==> src/rtl/join_pkg.sv <==
// Shared types and constants for the hash-join datapath (feeder, partitioner, hash table).
// Pure declarations; no logic.
package join_pkg;

    localparam int KEY_W   = 32;
    localparam int TUPLE_W = 64;
    localparam int HASH_W  = 32;

    localparam int unsigned       DEFAULT_ROW_BITS  = 3;
    localparam logic [HASH_W-1:0] DEFAULT_HASH_MULT = 32'h9E3779B1;

    typedef enum logic [2:0] {
        IDLE,
        BUILD,
        BUILD_FLUSH,
        PROBE,
        PROBE_FLUSH,
        DONE
    } feeder_state_t;

endpackage

==> src/rtl/mult_hash.sv <==
// Multiplicative key hash: top ROW_BITS of (key*HASH_MULT mod 2^32), zero-extended.
// Purely combinational, no backpressure.
module mult_hash
    import join_pkg::*;
#(
    parameter int unsigned       ROW_BITS  = DEFAULT_ROW_BITS,
    parameter logic [HASH_W-1:0] HASH_MULT = DEFAULT_HASH_MULT
) (
    input  logic [KEY_W-1:0]  key,
    output logic [HASH_W-1:0] hash
);

    logic [HASH_W-1:0] product;

    always_comb begin
        product = key * HASH_MULT;
        hash    = product >> (HASH_W - ROW_BITS);
    end

endmodule

==> src/rtl/join_tuple_feeder.sv <==
// Sequences a join job (build, drain, probe, done), hashing each tuple into a 1-entry output register.
// Latency 1; s_ready drops when the active port's register is full and not being drained.
module join_tuple_feeder
    import join_pkg::*;
#(
    parameter int unsigned       ROW_BITS  = DEFAULT_ROW_BITS,
    parameter logic [HASH_W-1:0] HASH_MULT = DEFAULT_HASH_MULT
) (
    input  logic               clk,
    input  logic               reset,
    input  logic               start,
    input  logic [TUPLE_W-1:0] s_tuple,
    input  logic               s_valid,
    input  logic               s_last,
    output logic               s_ready,
    output logic [TUPLE_W-1:0] tuple_build,
    output logic [HASH_W-1:0]  hash_build,
    output logic               input_valid_build,
    input  logic               build_ready,
    output logic [TUPLE_W-1:0] tuple_probe,
    output logic [HASH_W-1:0]  hash_probe,
    output logic               input_valid_probe,
    input  logic               probe_ready,
    output logic               start_probing,
    output logic [31:0]        build_count,
    output logic [31:0]        probe_count,
    output logic               done
);

    feeder_state_t     state;
    logic [HASH_W-1:0] s_hash;
    logic              build_side;
    logic              out_vld;
    logic              out_rdy;
    logic              accept;
    logic              build_xfer;
    logic              probe_xfer;

    mult_hash #(
        .ROW_BITS  (ROW_BITS),
        .HASH_MULT (HASH_MULT)
    ) u_hash (
        .key  (s_tuple[KEY_W-1:0]),
        .hash (s_hash)
    );

    always_comb begin
        build_side = (state == BUILD) || (state == BUILD_FLUSH);
        out_vld    = build_side ? input_valid_build : input_valid_probe;
        out_rdy    = build_side ? build_ready : probe_ready;
        s_ready    = ((state == BUILD) || (state == PROBE)) && (!out_vld || out_rdy);
        accept     = s_valid && s_ready;
        build_xfer = input_valid_build && build_ready;
        probe_xfer = input_valid_probe && probe_ready;
    end

    always_ff @(posedge clk) begin
        if (reset) begin
            state             <= IDLE;
            tuple_build       <= '0;
            hash_build        <= '0;
            input_valid_build <= 1'b0;
            tuple_probe       <= '0;
            hash_probe        <= '0;
            input_valid_probe <= 1'b0;
            start_probing     <= 1'b0;
            build_count       <= '0;
            probe_count       <= '0;
            done              <= 1'b0;
        end else begin
            if (build_xfer) begin
                build_count <= build_count + 32'd1;
            end
            if (probe_xfer) begin
                probe_count <= probe_count + 32'd1;
            end

            case (state)
                IDLE: begin
                    if (start) begin
                        state         <= BUILD;
                        build_count   <= '0;
                        probe_count   <= '0;
                        start_probing <= 1'b0;
                    end
                end

                BUILD: begin
                    // Accept while draining keeps the register full at one tuple per cycle.
                    if (accept) begin
                        tuple_build       <= s_tuple;
                        hash_build        <= s_hash;
                        input_valid_build <= 1'b1;
                        if (s_last) begin
                            state <= BUILD_FLUSH;
                        end
                    end else if (build_xfer) begin
                        input_valid_build <= 1'b0;
                    end
                end

                BUILD_FLUSH: begin
                    // An empty register means the final transfer was on an earlier cycle, so
                    // build_ready seen now is the table reporting its last write complete.
                    if (build_xfer) begin
                        input_valid_build <= 1'b0;
                    end else if (!input_valid_build && build_ready) begin
                        state         <= PROBE;
                        start_probing <= 1'b1;
                        tuple_build   <= '0;
                        hash_build    <= '0;
                    end
                end

                PROBE: begin
                    if (accept) begin
                        tuple_probe       <= s_tuple;
                        hash_probe        <= s_hash;
                        input_valid_probe <= 1'b1;
                        if (s_last) begin
                            state <= PROBE_FLUSH;
                        end
                    end else if (probe_xfer) begin
                        input_valid_probe <= 1'b0;
                    end
                end

                PROBE_FLUSH: begin
                    if (probe_xfer) begin
                        input_valid_probe <= 1'b0;
                    end else if (!input_valid_probe) begin
                        state       <= DONE;
                        done        <= 1'b1;
                        tuple_probe <= '0;
                        hash_probe  <= '0;
                    end
                end

                DONE: begin
                    if (start) begin
                        state         <= IDLE;
                        done          <= 1'b0;
                        start_probing <= 1'b0;
                    end
                end

                default: begin
                    state <= IDLE;
                end
            endcase
        end
    end

endmodule
==> config.mk <==
export PLATFORM = sky130hd
export DESIGN_NAME = join_tuple_feeder
export DESIGN_NICKNAME = d
export VERILOG_FILES = /design/src/rtl/join_pkg.sv /design/src/rtl/mult_hash.sv /design/src/rtl/join_tuple_feeder.sv
export SDC_FILE = /design/constraint.sdc
export NUM_CORES = 1
export LEC_CHECK = 0
export ABC_CLOCK_PERIOD_IN_PS = 6950
export CORE_ASPECT_RATIO = 0.75
export CORE_MARGIN = 2
export CORE_UTILIZATION = 49
export CTS_CLUSTER_DIAMETER = 30
export CTS_CLUSTER_SIZE = 14
export DETAILED_ROUTE_END_ITERATION = 8
export PLACE_DENSITY = 0.79
export SETUP_SLACK_MARGIN = 0.02
export SYNTH_ARGS = -nofsm -noshare
export SYNTH_HDL_FRONTEND = slang
export SYNTH_HIERARCHICAL = 1
export SYNTH_SLANG_ARGS = --single-unit
export TNS_END_PERCENT = 50
==> constraint.sdc <==
create_clock -name clk -period 6.95 [get_ports clk]
set_input_delay 1.39 -clock clk [delete_from_list [all_inputs] [get_ports clk]]
set_output_delay 1.39 -clock clk [all_outputs]
set_load 0.1 [all_outputs]
## Yosys cells after proc, flatten, opt, wreduce, memory -nomap -nowiden

Cells that the tools add are included.

| storage, ports and cells | value |
|---|---|
| flip-flop bits (word level) | 263 |
| input port bits | 71 |
| logic and storage cells | 97 |

| operators by class | value |
|---|---|
| add/sub/neg operators | 2 |
| multipliers | 1 |
| equal/unequal tests | 16 |
| multiplexer cells | 46 |
| reductions and logical operators | 21 |

Operator list:

| operator | number |
|---|---|
| $mux W32 | 11 |
| $mux W64 | 5 |
| $pmux W64 S2 | 2 |
| $pmux W32 S2 | 2 |
| $add A32 B1 Y32 const B | 2 |
| $mul A32 B32 Y32 const B | 1 |
| $mux W3 | 10 |
| $ne A2 B2 Y1 const B | 9 |
| $pmux W3 S6 | 1 |
| $reduce_and A4 Y1 | 4 |
| $mux W1 | 11 |
| $reduce_and A10 Y1 | 1 |
| $pmux W1 S2 | 4 |
| $reduce_bool A2 Y1 | 4 |
| $eq A3 B2 Y1 const B | 2 |
| $eq A3 B3 Y1 const B | 2 |
| $logic_and A1 B1 Y1 | 5 |
| $ne A2 B1 Y1 const B | 2 |
| $eq A3 B1 Y1 const B | 1 |
| $logic_not A3 Y1 | 1 |
| $logic_or A1 B1 Y1 | 3 |
| $logic_not A1 Y1 | 2 |
| $reduce_or A2 Y1 | 1 |

## Depth between registers and ports, before layout

| depth | value |
|---|---|
| word-level depth | 9 |
| mapped depth | 26 |

## Cells and area by module

Netlist, hierarchy kept.

By module, submodules not included:

| module | instances | cells an instance | area an instance (um^2) | sequential area each (um^2) |
|---|---|---|---|---|
| join_tuple_feeder | 1 | 1241 | 10142.2 | 5265.0 |
| mult_hash | 1 | 850 | 8550.7 | 0.0 |

## Worst setup path after synthesis

Ideal clock, no wire load.

| timing path | value |
|---|---|
| kind | in2reg |
| from | input port s_tuple[4] |
| to | register hash_build[0] |
| setup time | 119 ps |
| arrival | 7029 ps |
| required time | 6831 ps |
| slack | -198 ps |
| cell stages on the path | 24 |
| path buffers | 0 |
| cells stage by stage | inv_1 fa_1 inv_1 fa_1 fa_1 inv_1 fa_1 inv_1 fa_1 inv_1 fa_1 inv_1 fa_1 inv_1 fa_1 inv_1 ha_1 and4_1 o21ai_0 o21ai_1 a31oi_1 o311a_1 xnor2_1 a22o_1 |

| on the way | value |
|---|---|
| cells in the longest elaborated chain, start to end | 3 |

Ends and longest elaborated chain:

| item | RTL line | text |
|---|---|---|
| start: declaration | join_tuple_feeder.sv:12 | `input logic [TUPLE_W-1:0] s_tuple,` |
| $mul A32 B32 Y32 | mult_hash.sv:16 | `product = key * HASH_MULT;` |
| via s_hash[0] | join_tuple_feeder.sv:31 | `logic [HASH_W-1:0] s_hash;` |
| $mux W32 | join_tuple_feeder.sv:90 | `if (accept) begin` |
| $pmux W32 S2 | join_tuple_feeder.sv:78 | `case (state)` |
| end signal: assignment | join_tuple_feeder.sv:92 | `hash_build <= s_hash;` |
| end: declaration | join_tuple_feeder.sv:17 | `output logic [HASH_W-1:0] hash_build,` |

The timed path passes the listed nets, and every way through them passes these cells. The select of a mux whose other input is x is not followed.
A chain may end at the register's enable or synchronous reset.

## Final worst setup path

| timing path | value |
|---|---|
| from | input port s_tuple[17] |
| to | register hash_probe[1] |

| on the way | value |
|---|---|
| cells in the longest elaborated chain, start to end | 3 |

Ends and longest elaborated chain:

| item | RTL line | text |
|---|---|---|
| $mul A32 B32 Y32 | mult_hash.sv:16 |  |
| via s_hash[1] | join_tuple_feeder.sv:31 |  |
| $mux W32 | join_tuple_feeder.sv:116 | `if (accept) begin` |
| $pmux W32 S2 | join_tuple_feeder.sv:78 |  |
| end signal: assignment | join_tuple_feeder.sv:118 | `hash_probe <= s_hash;` |
| end: declaration | join_tuple_feeder.sv:21 | `output logic [HASH_W-1:0] hash_probe,` |

The timed path passes the listed nets, and every way through them passes these cells. The select of a mux whose other input is x is not followed.

==> reports/summary.txt <==
FF-to-FF setup slack: 3670 ps
R2R Path End: tuple_probe[10]
CTS tree: built
CTS Root Cell: clkbuf_16
max_cap viols: 0
EDFF count, synth: 0
Slew Limit Fails: 0
wirelength, routed: 58.80 mm
Via density: 5.384
synth cell count leaders: inv_1 (348), dfxtp_1 (263), nand3_1 (219)
Num CTS Buffers: 50
WL met3: 5.114 mm
crit-path most repeated cell: fa_1
largest net degree at the start of global routing: 121
Worst Path Required: 7430 ps
Hold Path Depth: 2
Yosys reg bits: 263
GR Util All Layers: 29.60%
Worst Min Path Start: tuple_probe[29]
Top Layer Used: met4
Final period util: 98.68%
synthesized cell area: 0.01869 mm^2
worst r2r src: state[2]
crit path DAT: 7340 ps
Slew headroom: 16.18%
worst stage delay on the critical path: 530 ps
count leader, synth: inv_1
port bufs: 331
Fin Hold WS: 447.4 ps
Worst Skew: 19.67 ps
detailed-router iteration count before antenna repair: 5
worst path bufs/invs: 6
Worst Setup Start Kind: input pin
clk buf depth: 3
metal1 wirelength: 24.84 mm
I/O pin count: 332
post-layout util: 67.84%
met2 WL: 26.52 mm
share of the synthesized area in the top cell type: 28.17%
Crit Path Class: input pin to flop
initial DRC count: 1180
filler cell count: 2842
Crit Path Max Fanout: 5
die boundary width: 229.5 um
post-synthesis sequential area ratio: 28.17%
Yosys cell types: 48
Worst R2R Path Depth: 6
Most used DFF post-synth: dfxtp_1
CP top delay family: adder cells
Overflow after GRT: 0
Synth Instances: 2091
DIE AREA: 0.03974 mm^2
worst hold-check path type: flop to flop
drt drc: 0
min Tclk post-route: 6858 ps
Synth area leaders: dfxtp_1 (28%), fa_1 (22%), ha_1 (12%), inv_1 (7.0%), nand3_1 (5.9%)
ANT nets after route: 0
Vias: 16460
starting density of the core: 50.09%
share of cells above drive strength 1: 13.21%
largest area contributor in the netlist: dfxtp_1
final hold vios: 0
clk_lat worst skew: 570 ps
Layout area overhead: 35.44%
row count: 61
Worst-Margin Slew: 1246 ps
first-pass GRT wire length: 93.33 mm
share of flip-flops with an asynchronous set or reset: 0%
status: finished clean
number of global-route vias before repair: 17170
Worst-path clk slew: 50 ps
worst hold endpoint: tuple_probe[29]
initial antenna violation count: 0
Die H: 173.2 um
Inserted Diodes: 0
RSZ-0062 raised after global routing: true
Fmax: 0.1458 GHz
Routed WL per cell: 19.24 um
highest-delay cell along the critical path: fa_1
total number of H-tree levels: 2
Post-Syn Area per Cell: 8.940 um^2
routability cong.: 1.020
critical path, cell by cell: buf_6 > buf_6 > fa_1 > fa_1 > fa_1 > fa_1 > inv_2 > fa_1 > fa_1 > inv_2 > fa_1 > inv_1 > fa_1 > inv_2 > ha_4 > and3_4 > nand2_4 > nor2_4 > o211ai_1 > o21ai_1 > xor2_1 > nand3_1 > a21oi_2
core area: 0.03732 mm^2
crit path capture type: flop
YS warnings: 6
clock tree sinks: 263
placed wire-length estimate: 43.21 mm
Final setup viols: 0
net count reported at finish: 2970
[final cells by class]
class,count,area (um^2),area share [%]
multi-input cells,1377,11950,47.22
well taps,504,630.6,2.491
inverters,348,1338,5.283
clock inverters,35,442.9,1.749
clock buffers,59,1325,5.234
flip-flops and latches,263,5265,20.80
repair buffers,470,4363,17.23
[stage by stage]
| stage | area, um^2 | worst slack [ps] | instances | TNS, ps |
|---|---|---|---|---|
| final | 25320 | 91.56 | 3056 | 0 |
| after global routing | 25320 | -122.9 | 3056 | -189.1 |
| after CTS | 25100 | 16.62 | 3047 | 0 |
| after detailed placement | 23150 | -1080 | 2946 | -5998 |
| after global placement | 23150 | -869.1 | 2946 | -4977 |
| after floorplan | 18870 | -14.32 | 2119 | -24.83 |
[worst max path at each step]
stage,from,slack (ps),end,cells after the start
after floorplan,s_tuple[5],-10,hash_build[0],24
after global placement,s_tuple[11],-870,hash_probe[0],22
final,s_tuple[17],90,hash_probe[1],23
after global routing,s_tuple[13],-120,hash_probe[1],24
after CTS,s_tuple[9],20,hash_probe[2],24
after detailed placement,s_tuple[10],-1080,hash_probe[0],22
[per-layer routing]
| layer | up-vias | track usage, % |
|---|---|---|
| met4 | 0 | 11.61 |
| met5 | - | 0 |
| met3 | 145 | 6.415 |
| li1 | 7541 | - |
| met1 | 8077 | 39.79 |
| met2 | 692 | 46.69 |
[kinds of logic after synthesis]
logic type	after synthesis	share of synthesized area (%)
flops	263	28.17
xor+xnor	95	4.451
buf+inv	479	10.37
compound gates	268	7.965
mux	1	0.05355
other cells	1	0.02006
simple gates	595	14.79
fa+ha+maj	389	34.19
[tightest hold or removal path: stages (launching register included)]
cell and delay (ps):
dfxtp_1 300, nand2_1 50, a21oi_1 50
[cells in the final DEF, fill, tap and decap left out, types with 5 or more instances in the layout]
cell type        count
a21o_1              14
a21oi_1            198
a22o_1              11
and3_1               7
and4_1              10
buf_2                6
buf_4              131
buf_6               13
bufinv_16            6
clkbuf_1             5
clkbuf_16           50
clkdlybuf4s50_1    306
clkinv_4             7
clkinvlp_4          15
conb_1              29
dfxtp_1            263
fa_1               184
fa_2                19
ha_1               172
ha_4                14
inv_1              313
inv_2               26
inv_6                8
nand2_1            213
nand3_1            217
nand4_1             26
nor2_1              69
nor2b_1              5
nor3_1              11
nor4_1               6
o21ai_0             11
or3_1                9
xnor2_1             48
xor2_1              43
[what timing repair did]
item	4_1_cts	5_1_grt
pin swaps	46	65
setup buffers	8	9
hold buffers	0	0
resized for setup	95	73
setup endpoints to repair	6	6
[flip-flops by register name (all words and copies together) (netlist names)]
| signal | flops |
|---|---|
| build_count | 32 |
| done | 1 |
| hash_build | 32 |
| hash_probe | 32 |
| input_valid_build | 1 |
| input_valid_probe | 1 |
| probe_count | 32 |
| start_probing | 1 |
| state | 3 |
| tuple_build | 64 |
| tuple_probe | 64 |
Power is not shown: default switching activity piles up to over one toggle a cycle in this logic, so the estimate is an artifact.
